--- src/rtl/uart_tx_fifo_param.sv ---
// uart_tx_fifo_param: FIFO-fed UART transmitter with runtime prescale, parity and 1/2 stop bits.
// Defining UART_TX_BREAK_EN adds a send_break input that emits a line break from IDLE.
module uart_tx_fifo_param #(
    parameter int DATA_WIDTH     = 8,
    parameter int PRESCALE_WIDTH = 16,
    parameter int FIFO_DEPTH     = 4
) (
    input  logic                        CLK,
    input  logic                        RST,
    input  logic [DATA_WIDTH-1:0]       P_DATA,
    input  logic                        Data_Valid,
    output logic                        Data_Ready,
    input  logic                        parity_enable,
    input  logic                        parity_type,
    input  logic                        stop_bits,
    input  logic [PRESCALE_WIDTH-1:0]   prescale,
`ifdef UART_TX_BREAK_EN
    input  logic                        send_break,
`endif
    output logic                        TX_OUT,
    output logic                        busy,
    output logic [$clog2(FIFO_DEPTH):0] fifo_count
);
    localparam int AW = $clog2(FIFO_DEPTH);
    localparam logic [3:0] LAST_DATA = 4'(DATA_WIDTH - 1);
    localparam logic [AW:0] FULL = (AW + 1)'(FIFO_DEPTH);

`ifdef UART_TX_BREAK_EN
    localparam logic [3:0] LAST_BREAK = 4'(DATA_WIDTH + 2);
    typedef enum logic [2:0] {IDLE, START, DATA, PARITY, STOP, BREAK} state_t;
`else
    typedef enum logic [2:0] {IDLE, START, DATA, PARITY, STOP} state_t;
`endif

    logic [DATA_WIDTH-1:0]     mem_q [FIFO_DEPTH];
    logic [AW-1:0]             wptr_q, rptr_q;
    logic [AW:0]               count_q, count_d;
    logic                      ready_q, push, pop, brk_req, line, stop_end;
    logic [DATA_WIDTH-1:0]     head, data_q;
    logic [PRESCALE_WIDTH-1:0] presc_in, presc_q, cnt_q;
    logic [3:0]                bit_q;
    logic                      par_q, pen_q, stop2_q, tx_q, busy_q;
    state_t                    state_q;

`ifdef UART_TX_BREAK_EN
    assign brk_req = send_break;
`else
    assign brk_req = 1'b0;
`endif

    assign head     = mem_q[rptr_q];
    assign presc_in = (prescale == '0) ? '0 : prescale - 1'b1;
    assign stop_end = state_q == STOP && cnt_q == '0 && bit_q == {3'b0, stop2_q};
    // A pending break wins over a pop in IDLE
    assign pop      = count_q != '0 && ((state_q == IDLE && !brk_req) || stop_end);
    assign push     = Data_Valid && ready_q;
    assign count_d  = (push && !pop) ? count_q + 1'b1 : (pop && !push) ? count_q - 1'b1 : count_q;
    assign line     = state_q == DATA ? data_q[0] : state_q == PARITY ? par_q : (state_q == IDLE || state_q == STOP);

    assign Data_Ready = ready_q;
    assign TX_OUT     = tx_q;
    assign busy       = busy_q;
    assign fifo_count = count_q;

    always_ff @(posedge CLK)
        if (push) mem_q[wptr_q] <= P_DATA;

    always_ff @(posedge CLK or negedge RST) begin
        if (!RST) begin
            wptr_q  <= '0;
            rptr_q  <= '0;
            count_q <= '0;
            ready_q <= 1'b0;
        end else begin
            if (push) wptr_q <= wptr_q + 1'b1;
            if (pop) rptr_q <= rptr_q + 1'b1;
            count_q <= count_d;
            ready_q <= count_d != FULL;
        end
    end

    // Line output is the registered image of the current state, one cycle behind it
    always_ff @(posedge CLK or negedge RST) begin
        if (!RST) begin
            state_q <= IDLE;
            cnt_q   <= '0;
            presc_q <= '0;
            bit_q   <= '0;
            data_q  <= '0;
            par_q   <= 1'b0;
            pen_q   <= 1'b0;
            stop2_q <= 1'b0;
            tx_q    <= 1'b1;
            busy_q  <= 1'b0;
        end else begin
            tx_q <= line;
            if (state_q != IDLE && cnt_q != '0)
                cnt_q <= cnt_q - 1'b1;
            else if (state_q != IDLE) begin
                cnt_q <= presc_q;
                bit_q <= bit_q + 1'b1;
                case (state_q)
                    START: begin
                        state_q <= DATA;
                        bit_q   <= '0;
                    end
                    DATA: begin
                        data_q <= data_q >> 1;
                        if (bit_q == LAST_DATA) begin
                            state_q <= pen_q ? PARITY : STOP;
                            bit_q   <= '0;
                        end
                    end
                    PARITY: begin
                        state_q <= STOP;
                        bit_q   <= '0;
                    end
`ifdef UART_TX_BREAK_EN
                    BREAK: if (bit_q == LAST_BREAK) begin
                        state_q <= STOP;
                        bit_q   <= '0;
                    end
`endif
                    default: if (bit_q == {3'b0, stop2_q}) begin
                        state_q <= IDLE;
                        busy_q  <= 1'b0;
                    end
                endcase
            end
`ifdef UART_TX_BREAK_EN
            if (state_q == IDLE && send_break) begin
                state_q <= BREAK;
                busy_q  <= 1'b1;
                cnt_q   <= presc_in;
                presc_q <= presc_in;
                bit_q   <= '0;
                stop2_q <= 1'b0;
            end
`endif
            if (pop) begin
                state_q <= START;
                busy_q  <= 1'b1;
                data_q  <= head;
                par_q   <= ^head ^ parity_type;
                pen_q   <= parity_enable;
                stop2_q <= stop_bits;
                presc_q <= presc_in;
                cnt_q   <= presc_in;
                bit_q   <= '0;
            end
        end
    end
endmodule
--- config.mk ---
export PLATFORM = sky130hd
export DESIGN_NAME = uart_tx_fifo_param
export DESIGN_NICKNAME = d
export VERILOG_FILES = /design/src/rtl/uart_tx_fifo_param.sv
export SDC_FILE = /design/constraint.sdc
export NUM_CORES = 1
export LEC_CHECK = 0
export CORE_MARGIN = 3
export CORE_UTILIZATION = 40
export DETAILED_ROUTE_END_ITERATION = 10
export PLACE_DENSITY = 0.68
export SKIP_CTS_REPAIR_TIMING = 1
export SLEW_MARGIN = 15
export SYNTH_ARGS = -nofsm -noshare
export SYNTH_HDL_FRONTEND = slang
export SYNTH_SLANG_ARGS = --single-unit
--- constraint.sdc ---
create_clock -name CLK -period 3.4 [get_ports CLK]
set_input_delay 0.68 -clock CLK [delete_from_list [all_inputs] [get_ports CLK]]
set_output_delay 0.68 -clock CLK [all_outputs]
set_load 0.05 [all_outputs]
# == Word-level counts from Yosys, hierarchy flattened ==
# Memories as Yosys holds them, arrays and structs flattened.
# Cells that the tools add are included.
# word_totals
register_bits,60
mem_bits_rw,32
inputBits,30
out_inout_bits,6
elab_cells,93
memories,1
# memory_table
name,words,width,read_ports,rd_ports_with_merged_regs,write_ports,line,text
mem_q,4,8,1,0,1,35,logic [DATA_WIDTH-1:0] mem_q [FIFO_DEPTH];
# op_classes
addsub,7
eq_ne,10
mux,31
n_bitwise,1
n_reduce_logical,29
# op_table
cell,count
$mux 16,4
$logic_not 16->1,2
$mux 8,4
$sub 16x1->16 const B,2
$mux 3,8
$mux 4,4
$reduce_bool 16->1,1
$mux 1,9
$pmux 3 s3,1
$reduce_bool 3->1,3
$pmux 4 s2,1
$reduce_and 4->1,2
$reduce_xor 8->1,1
$logic_and 1x1->1,7
$eq 3x2->1 const B,2
$reduce_bool 2->1,3
$reduce_bool 5->1,1
$add 2x1->2 const B,2
$add 4x1->4 const B,1
$eq 4x1->1,1
$eq 4x3->1 const B,1
$add 3x1->3 const B,1
$eq 3x1->1 const B,1
$eq 3x3->1 const B,1
13 further kinds,15

# == Longest topological paths before layout ==
# Gate-level depths: netlist of run 1.
# depth
word_depth,9
mapped_depth,10
mapped_depth_nobuf,8

# == Least setup slack after synthesis of run 1 ==
# OpenSTA, ideal clock, no wires.
# synth_timing
kind,reg2reg
start,register cnt_q[0]
end,register state_q[1]
setup_ns,0.129
arrival_time_ns,2.246
required_ns,3.271
setup_slack_ns,1.025
path_stages_with_launch,10
synth_period_minus_slack_ns,2.375
path_cell_list,dfrtp_1 inv_1 ha_1 nor3b_4 nand3_2 o31a_1 buf_2 or4_4 o21ai_1 o41ai_2
# synth_between
elab_chain_cells,7
# synth_lines
element,line,text
from (decl),40,"logic [PRESCALE_WIDTH-1:0] presc_in, presc_q, cnt_q;"
from (signal assigned),98,cnt_q <= cnt_q - 1'b1;
from (signal assigned),100,cnt_q <= presc_q;
from (signal assigned),148,cnt_q <= presc_in;
$logic_not 16->1,53,"assign stop_end = state_q == STOP && cnt_q == '0 && bit_q == {3'b0, stop2_q};"
$logic_and 1x1->1 (2 in a row),53,
$logic_or 1x1->1,55,assign pop = count_q != '0 && ((state_q == IDLE && !brk_req) || stop_end);
$logic_and 1x1->1,55,
"$ne 3x2->1 (no line), or another cell as far along",--,
$reduce_and 4->1 (no line),--,
to (signal assigned),110,state_q <= pen_q ? PARITY : STOP;
to (decl),43,state_t state_q;
# Parallel ways exist; a longest one is shown, timed or not.
# A chain may end at the register's enable or synchronous reset.

# == Worst setup path in the final report of run 1 ==
# layout_timing
start,register cnt_q[0]
end,register presc_q[15]
# layout_between
elab_chain_cells,5
# layout_lines
element,line,text
$logic_not 16->1,53,
$logic_and 1x1->1 (2 in a row),53,
$logic_or 1x1->1,55,
$logic_and 1x1->1,55,
to (signal assigned),147,presc_q <= presc_in;
to (decl),40,
# No other way between the ends.

==> results of run 1 <==
==> cells by family after synthesis <==
family          count (synthesis)
simple gates                  168
compound gates                112
xor+xnor                       25
fa+ha+maj                      12
buf+inv                        32
mux                            12
flops                          92
==> state kept, by name, summed over array words and instances, names as in the netlist <==
name and cells:
wptr_q 2, stop2_q 1, cnt_q 16, pen_q 1
busy 1, presc_q 16, par_q 1, state_q 3
rptr_q 2, mem_q 32, Data_Ready 1, bit_q 4
fifo_count 3, TX_OUT 1, data_q 8
==> cell usage after synthesis, types with 7 or more instances <==
library cell and count:
a21o_1 9, a21oi_1 23, a31oi_1 13, clkbuf_1 15, dfrtp_1 59, edfxtp_1 32, ha_1 11, inv_1 11
mux4_2 8, nand2_1 64, nand3_1 7, nor2_1 33, nor3_1 15, o21ai_0 12, o21ai_1 14, or3_1 9
xnor2_1 14, xor2_1 11
==> metal layers <==
layer / share of wire / wire length (µm) / vias to the layer above
li1: - / - / 1735
met1: 0.45 / 4550 / 1692
met2: 0.50 / 5100 / 58
met3: 0.041 / 414 / 8
met4: 0.012 / 118 / 0
met5: 0 / 0 / -
==> through the flow <==
| stage | util | total power, W | hold slack [ns] | instances |
|---|---|---|---|---|
| 3_5_place_dp | 0.459 | 0.00464 | 0.462 | 622 |
| 3_3_place_gp | 0.459 | 0.00457 | 0.455 | 622 |
| 2_1_floorplan | - | 0.00393 | 0.384 | 453 |
| 4_1_cts | 0.486 | 0.00569 | 0.477 | 638 |
| 6_report | 0.486 | 0.00563 | 0.474 | 638 |
| 5_1_grt | 0.486 | 0.00607 | 0.501 | 638 |
==> final timing paths <==
check / from / end / slack, ns / cells past startpoint
worst max-delay path: cnt_q[0]$_DFFE_PN0P_ / presc_q[15]$_DFFE_PN0P_ / 0.61 / 8
worst min-delay path: presc_q[0]$_DFFE_PN0P_ / presc_q[0]$_DFFE_PN0P_ / 0.47 / 2
worst max register to register: cnt_q[0]$_DFFE_PN0P_ / presc_q[15]$_DFFE_PN0P_ / 0.61 / 8
worst min register to register: presc_q[0]$_DFFE_PN0P_ / presc_q[0]$_DFFE_PN0P_ / 0.47 / 2
max in group asynchronous: RST / TX_OUT$_DFF_PN1_ / 2.10 / 2
min in group asynchronous: RST / cnt_q[10]$_DFFE_PN0P_ / 0.51 / 1
==> worst max-delay path, delay by kind of cell (launching register included) <==
family,cells,cell delay (ns)
buffers and inverters,2,0.45
and+or+nand+nor,3,0.95
adders and majority gates,1,0.18
DFF,1,0.39
AOI/OAI and AO/OA,2,0.71
==> power breakdown <==
part	total, W	switching [W]	internal (W)
clock	0.00103	0.000399	0.000630
combinational	0.00266	0.00151	0.00115
sequential	0.00195	0.000353	0.00160
==> final cells by class <==
class | count | area share
clock inverter | 3 | 0.00782
clock buffer | 13 | 0.0483
tap | 143 | 0.0320
timing repair buffer | 47 | 0.0778
inverter | 11 | 0.00738
sequential | 92 | 0.440
multi-input combinational | 329 | 0.387
==> placed cells by master (no fill, tap or decap), types with 5 or more instances in the layout <==
cell / instances
o21ai_0: 12
a21o_1: 9
o21ai_1: 14
and3_1: 5
mux4_2: 8
a31oi_1: 13
clkdlybuf4s50_1: 34
inv_1: 11
buf_4: 12
edfxtp_1: 32
or3_1: 9
o22ai_1: 5
ha_1: 11
nor2_2: 5
dfrtp_1: 59
nor2_1: 33
a21oi_1: 23
o31ai_1: 5
clkbuf_16: 9
nor3_1: 15
xor2_1: 11
nand2_1: 64
nand2b_1: 5
nand3_1: 7
xnor2_1: 14
==> metrics.cfg, run 1 <==
[outcome]
status = finished, final reports clean

[synthesis]
synth.yosys.seq_area_share = 0.518
synth-main-ff-cell = dfrtp_1
synth_compound_area_frac = 0.156
yosys.area.top_type = dfrtp_1
synth-edff-count = 32
synthArstFlopShare = 0.652
syn_area_um2 = 4750
synth_top_family_by_area = simple AND/OR/NAND/NOR gates
synth_top_cell_area_share = 0.311
yosys_warnings = 0
syn_nets = 494
postSynthAreaPerCell_um2 = 10.5
synth_xor_area_frac = 0.0461
muxShareOfSynthArea = 0.0471
synthTopCellsByArea = dfrtp_1 31%, edfxtp_1 20%, nand2_1 5.1%
synth_cell_types = 66
synth_adder_area_share = 0.0311
ys_ff_latch = 92
synth-simple-area-share = 0.175
synthCells = 453

[timing]
maxSlewHeadroom = 0.333
tightestPinTransition_ns = 1.00
finalCritPeriodShare = 0.821
setup_tns_ns = 0
slew_violations = 0
hold_viol = 0
fin_skew_ns = 0.00568
rsz0062_at_grt = false
layout_setup_ws_ns = 0.609
min_period_ns = 2.79
max_freq_mhz = 358
setup_viol = 0

[grt]
antenna_found_initial = 0
grt_max_degree = 45
gr-total-overflow = 0
grt_pass1_vias = 3404
grt_use_total = 0.162
grt_pass1_wl_um = 16900
globalRouteMet3Util = 0.0305
use_met2 = 0.268
grt_use_met1 = 0.213
gr-max-usage-layer = met2

[cells_and_area]
antennaDiodeCount = 0
area_growth_pct = 17.7
drive_gt1_frac = 0.105
finalInstanceArea_um2 = 5600
multi_input_area_um2 = 2160
fin_nets = 531
fillers = 1038
regArea_um2 = 2460

[floorplan]
dieArea_um2 = 13200
initial_core_util = 0.413
coreArea_um2 = 11500
num_io_pins = 36
die_height_um = 115
rows = 39
die_x_um = 115

[setup_path]
critPathMaxStageDelay_ns = 0.49
worstPathRequired_ns = 3.64
startpoint_type = flip-flop
cp_cell_sequence = inv_1 -> ha_1 -> nor3b_4 -> nand3_2 -> o31ai_2 -> nand2_1 -> buf_4 -> o31ai_1
cp-end-kind = flip-flop
worstSetupPathType = flip-flop to flip-flop
crit_slowest_cell = nand2_1
worstPathMaxFanout = 24
arrival_ns = 3.03

[place]
placed_area_um2 = 5280
place.gp.congestion = 0.829
place_ws_ns = 0.462
dp_hpwl_um = 7450
portBuffers = 35

[cts]
cts_tree = built
cts_sinks = 92
clk_path_buf_depth = 2
numCtsBuffers = 9
clock_latency_ns = 0.33
htreeDepth = 3
clk_root_buffer_cell = clkbuf_16
cts.clk_slew.worst_paths_ns = 0.06

[route]
avgRoutedWirePerCell_um = 16.0
route.detailed.drc = 0
drtAntennaViolNets = 0
via_per_inst = 5.47
firstDrtPassIters = 4
vias = 3493
drt_iter0_drc = 209
wl_um = 10200

[run]
drv_cap = 0

[pwr]
irDropWorstVdd_uv = 428
p_leak_nw = 2.19
p_per_area_nw_per_um2 = 1010

[worst_hold_path]
min_path_type = flip-flop to flip-flop

Note: power is estimated with default switching activity, not from simulation.
==> run 2, diff against run 1 <==
Clock period 3.4 ns to 2.6 ns, I/O delays scaled along.
==> metrics.cfg, run 2 (same netlist as run 1, synthesis figures left out) <==
[setup_path]
worstPathRequired_ns = 2.82  ; -0.82 ns
cp-end-kind = flip-flop
r2r_end = state_q[1]$_DFFE_PN0P_
crit_path_start = cnt_q[1]$_DFFE_PN0P_
cp_cell_sequence = inv_1 -> ha_1 -> nor3b_4 -> nand3_2 -> o31a_1 -> or4_4 -> o21ai_1 -> o41ai_2
r2r-start = cnt_q[1]$_DFFE_PN0P_
reg2reg_slack_ns = 0.12  ; -0.48 ns
r2r_cells = 8  ; unchanged
worstPathMaxFanout = 6  ; -75%
arrival_ns = 2.70  ; -0.33 ns
critPathMaxStageDelay_ns = 0.62  ; +0.13 ns
worstSetupPathType = flip-flop to flip-flop
startpoint_type = flip-flop
crit_slowest_cell = or4_4

[timing]
slew_violations = 0  ; unchanged
fin_skew_ns = 0.00894  ; +0.00326 ns
rsz0062_at_grt = false
setup_viol = 0  ; unchanged
min_period_ns = 2.48  ; -0.315 ns
max_freq_mhz = 404  ; +13%
hold_viol = 0  ; unchanged
finalCritPeriodShare = 0.952  ; +0.131
tightestPinTransition_ns = 0.772  ; -0.228 ns
maxSlewHeadroom = 0.486  ; +0.152

[cells_and_area]
largest_register = mem_q
finalInstanceArea_um2 = 5800  ; +3.6%
mostFrequentLayoutCells = 63 x nand2_1, 59 x dfrtp_1, 39 x buf_4
final_common_cell = nand2_1
area_growth_pct = 21.9
reg_top3 = mem_q (32), cnt_q (16), presc_q (16)
drive_gt1_frac = 0.161  ; +0.0556
instances_no_fill = 666  ; +4.4%
fin_nets = 559  ; +5.3%
antennaDiodeCount = 0  ; unchanged
largest_reg_flops = 32  ; unchanged

[floorplan]
die_height_um = 115  ; unchanged
die_x_um = 115  ; unchanged
coreArea_um2 = 11500  ; unchanged
num_io_pins = 36  ; unchanged
dieArea_um2 = 13200  ; unchanged
rows = 39  ; unchanged
initial_core_util = 0.413  ; unchanged

[grt]
grt_max_degree = 61  ; +36%
use_met2 = 0.302  ; +0.0343
globalRouteMet3Util = 0.0316  ; +0.00105
grt_pass1_wl_um = 18300  ; +8.3%
grt_use_met1 = 0.218  ; +0.00506
gr-max-usage-layer = met2
gr-total-overflow = 0  ; unchanged
antenna_found_initial = 0  ; unchanged
grt_use_total = 0.174  ; +0.0125
grt_pass1_vias = 3759  ; +10%

[route]
wl_um = 10900  ; +6.7%
vias = 3675  ; +5.2%
route.detailed.drc = 0  ; unchanged
firstDrtPassIters = 4  ; unchanged
drtAntennaViolNets = 0  ; unchanged
via_per_inst = 5.52  ; +0.79%
avgRoutedWirePerCell_um = 16.3  ; +2.2%
drt_iter0_drc = 264  ; +26%

[cts]
htreeDepth = 3  ; unchanged
cts_sinks = 92  ; unchanged
clk_path_buf_depth = 2  ; unchanged
clock_latency_ns = 0.34  ; about the same
cts.clk_slew.worst_paths_ns = 0.07  ; about the same
numCtsBuffers = 9  ; unchanged
clk_root_buffer_cell = clkbuf_16
cts_tree = built

[outcome]
status = finished, final reports clean

[worst_hold_path]
min_path_type = primary input to asynchronous set/reset pin

[place]
portBuffers = 35  ; unchanged
dp.cells = 649  ; +4.3%
dp_hpwl_um = 8030  ; +7.8%
place.gp.congestion = 0.841  ; +1.4%
placed_area_um2 = 5500  ; +4.1%

[run]
drv_cap = 0  ; unchanged

[pwr]
irDropWorstVdd_uv = 584  ; +36%
p_leak_nw = 2.32  ; +5.6%
p_per_area_nw_per_um2 = 1310  ; +30%

-- run 2: cell type report --
| cell class | count | area (µm²) |
|---|---|---|
| Fill cell | 1051 | 5720 |
| Sequential cell | 92 | 2460 |
| Multi-Input combinational cell | 329 | 2170 |
| Timing Repair Buffer | 75 | 658 |
| Clock buffer | 9 | 225 |
| Tap cell | 143 | 179 |
| Clock inverter | 7 | 56.3 |
| Inverter | 11 | 41.3 |
-- run 2: stage by stage --
stage	TNS (ns)	hold slack (ns)	total power, W	utilization	setup WS (ns)
2_1_floorplan	0	0.224	0.00515	-	0.225
3_3_place_gp	-0.0119	0.458	0.00621	0.477	-0.0119
3_5_place_dp	-0.0607	0.467	0.00633	0.477	-0.0399
4_1_cts	-0.00411	0.376	0.00761	0.502	-0.00411
5_1_grt	0	0.406	0.00817	0.503	0.00421
6_report	0	0.323	0.00758	0.503	0.124
-- run 2: how the worst max path moves through the flow --
stage                     slack, ns                     end
after floorplan                0.22  state_q[1]$_DFFE_PN0P_
after global placement        -0.01   cnt_q[13]$_DFFE_PN0P_
after detailed placement      -0.04   cnt_q[14]$_DFFE_PN0P_
after CTS                    -0.004   cnt_q[14]$_DFFE_PN0P_
after global routing          0.004    cnt_q[5]$_DFFE_PN0P_
final                          0.12  state_q[1]$_DFFE_PN0P_
-- run 2: per-layer routing --
layer	vias up	part of all wire	wire (µm)
met5	-	0	0
met4	0	0.013	146
met3	10	0.037	399
met2	71	0.52	5670
met1	1797	0.43	4650
li1	1797	-	-
-- run 2: power breakdown --
part,internal [W],switching [W],leakage [nW]
combinational,0.00172,0.00209,1.18
clock,0.000661,0.000580,0.133
sequential,0.00209,0.000445,1.01
-- run 2: critical path: cells and delay by family, from the launching register on --
kind                       cells  cell delay (ns)
and+or+nand+nor                3             1.00
AOI/OAI and AO/OA              3             0.69
DFF                            1             0.39
adders and majority gates      1             0.19
buffers and inverters          1             0.08
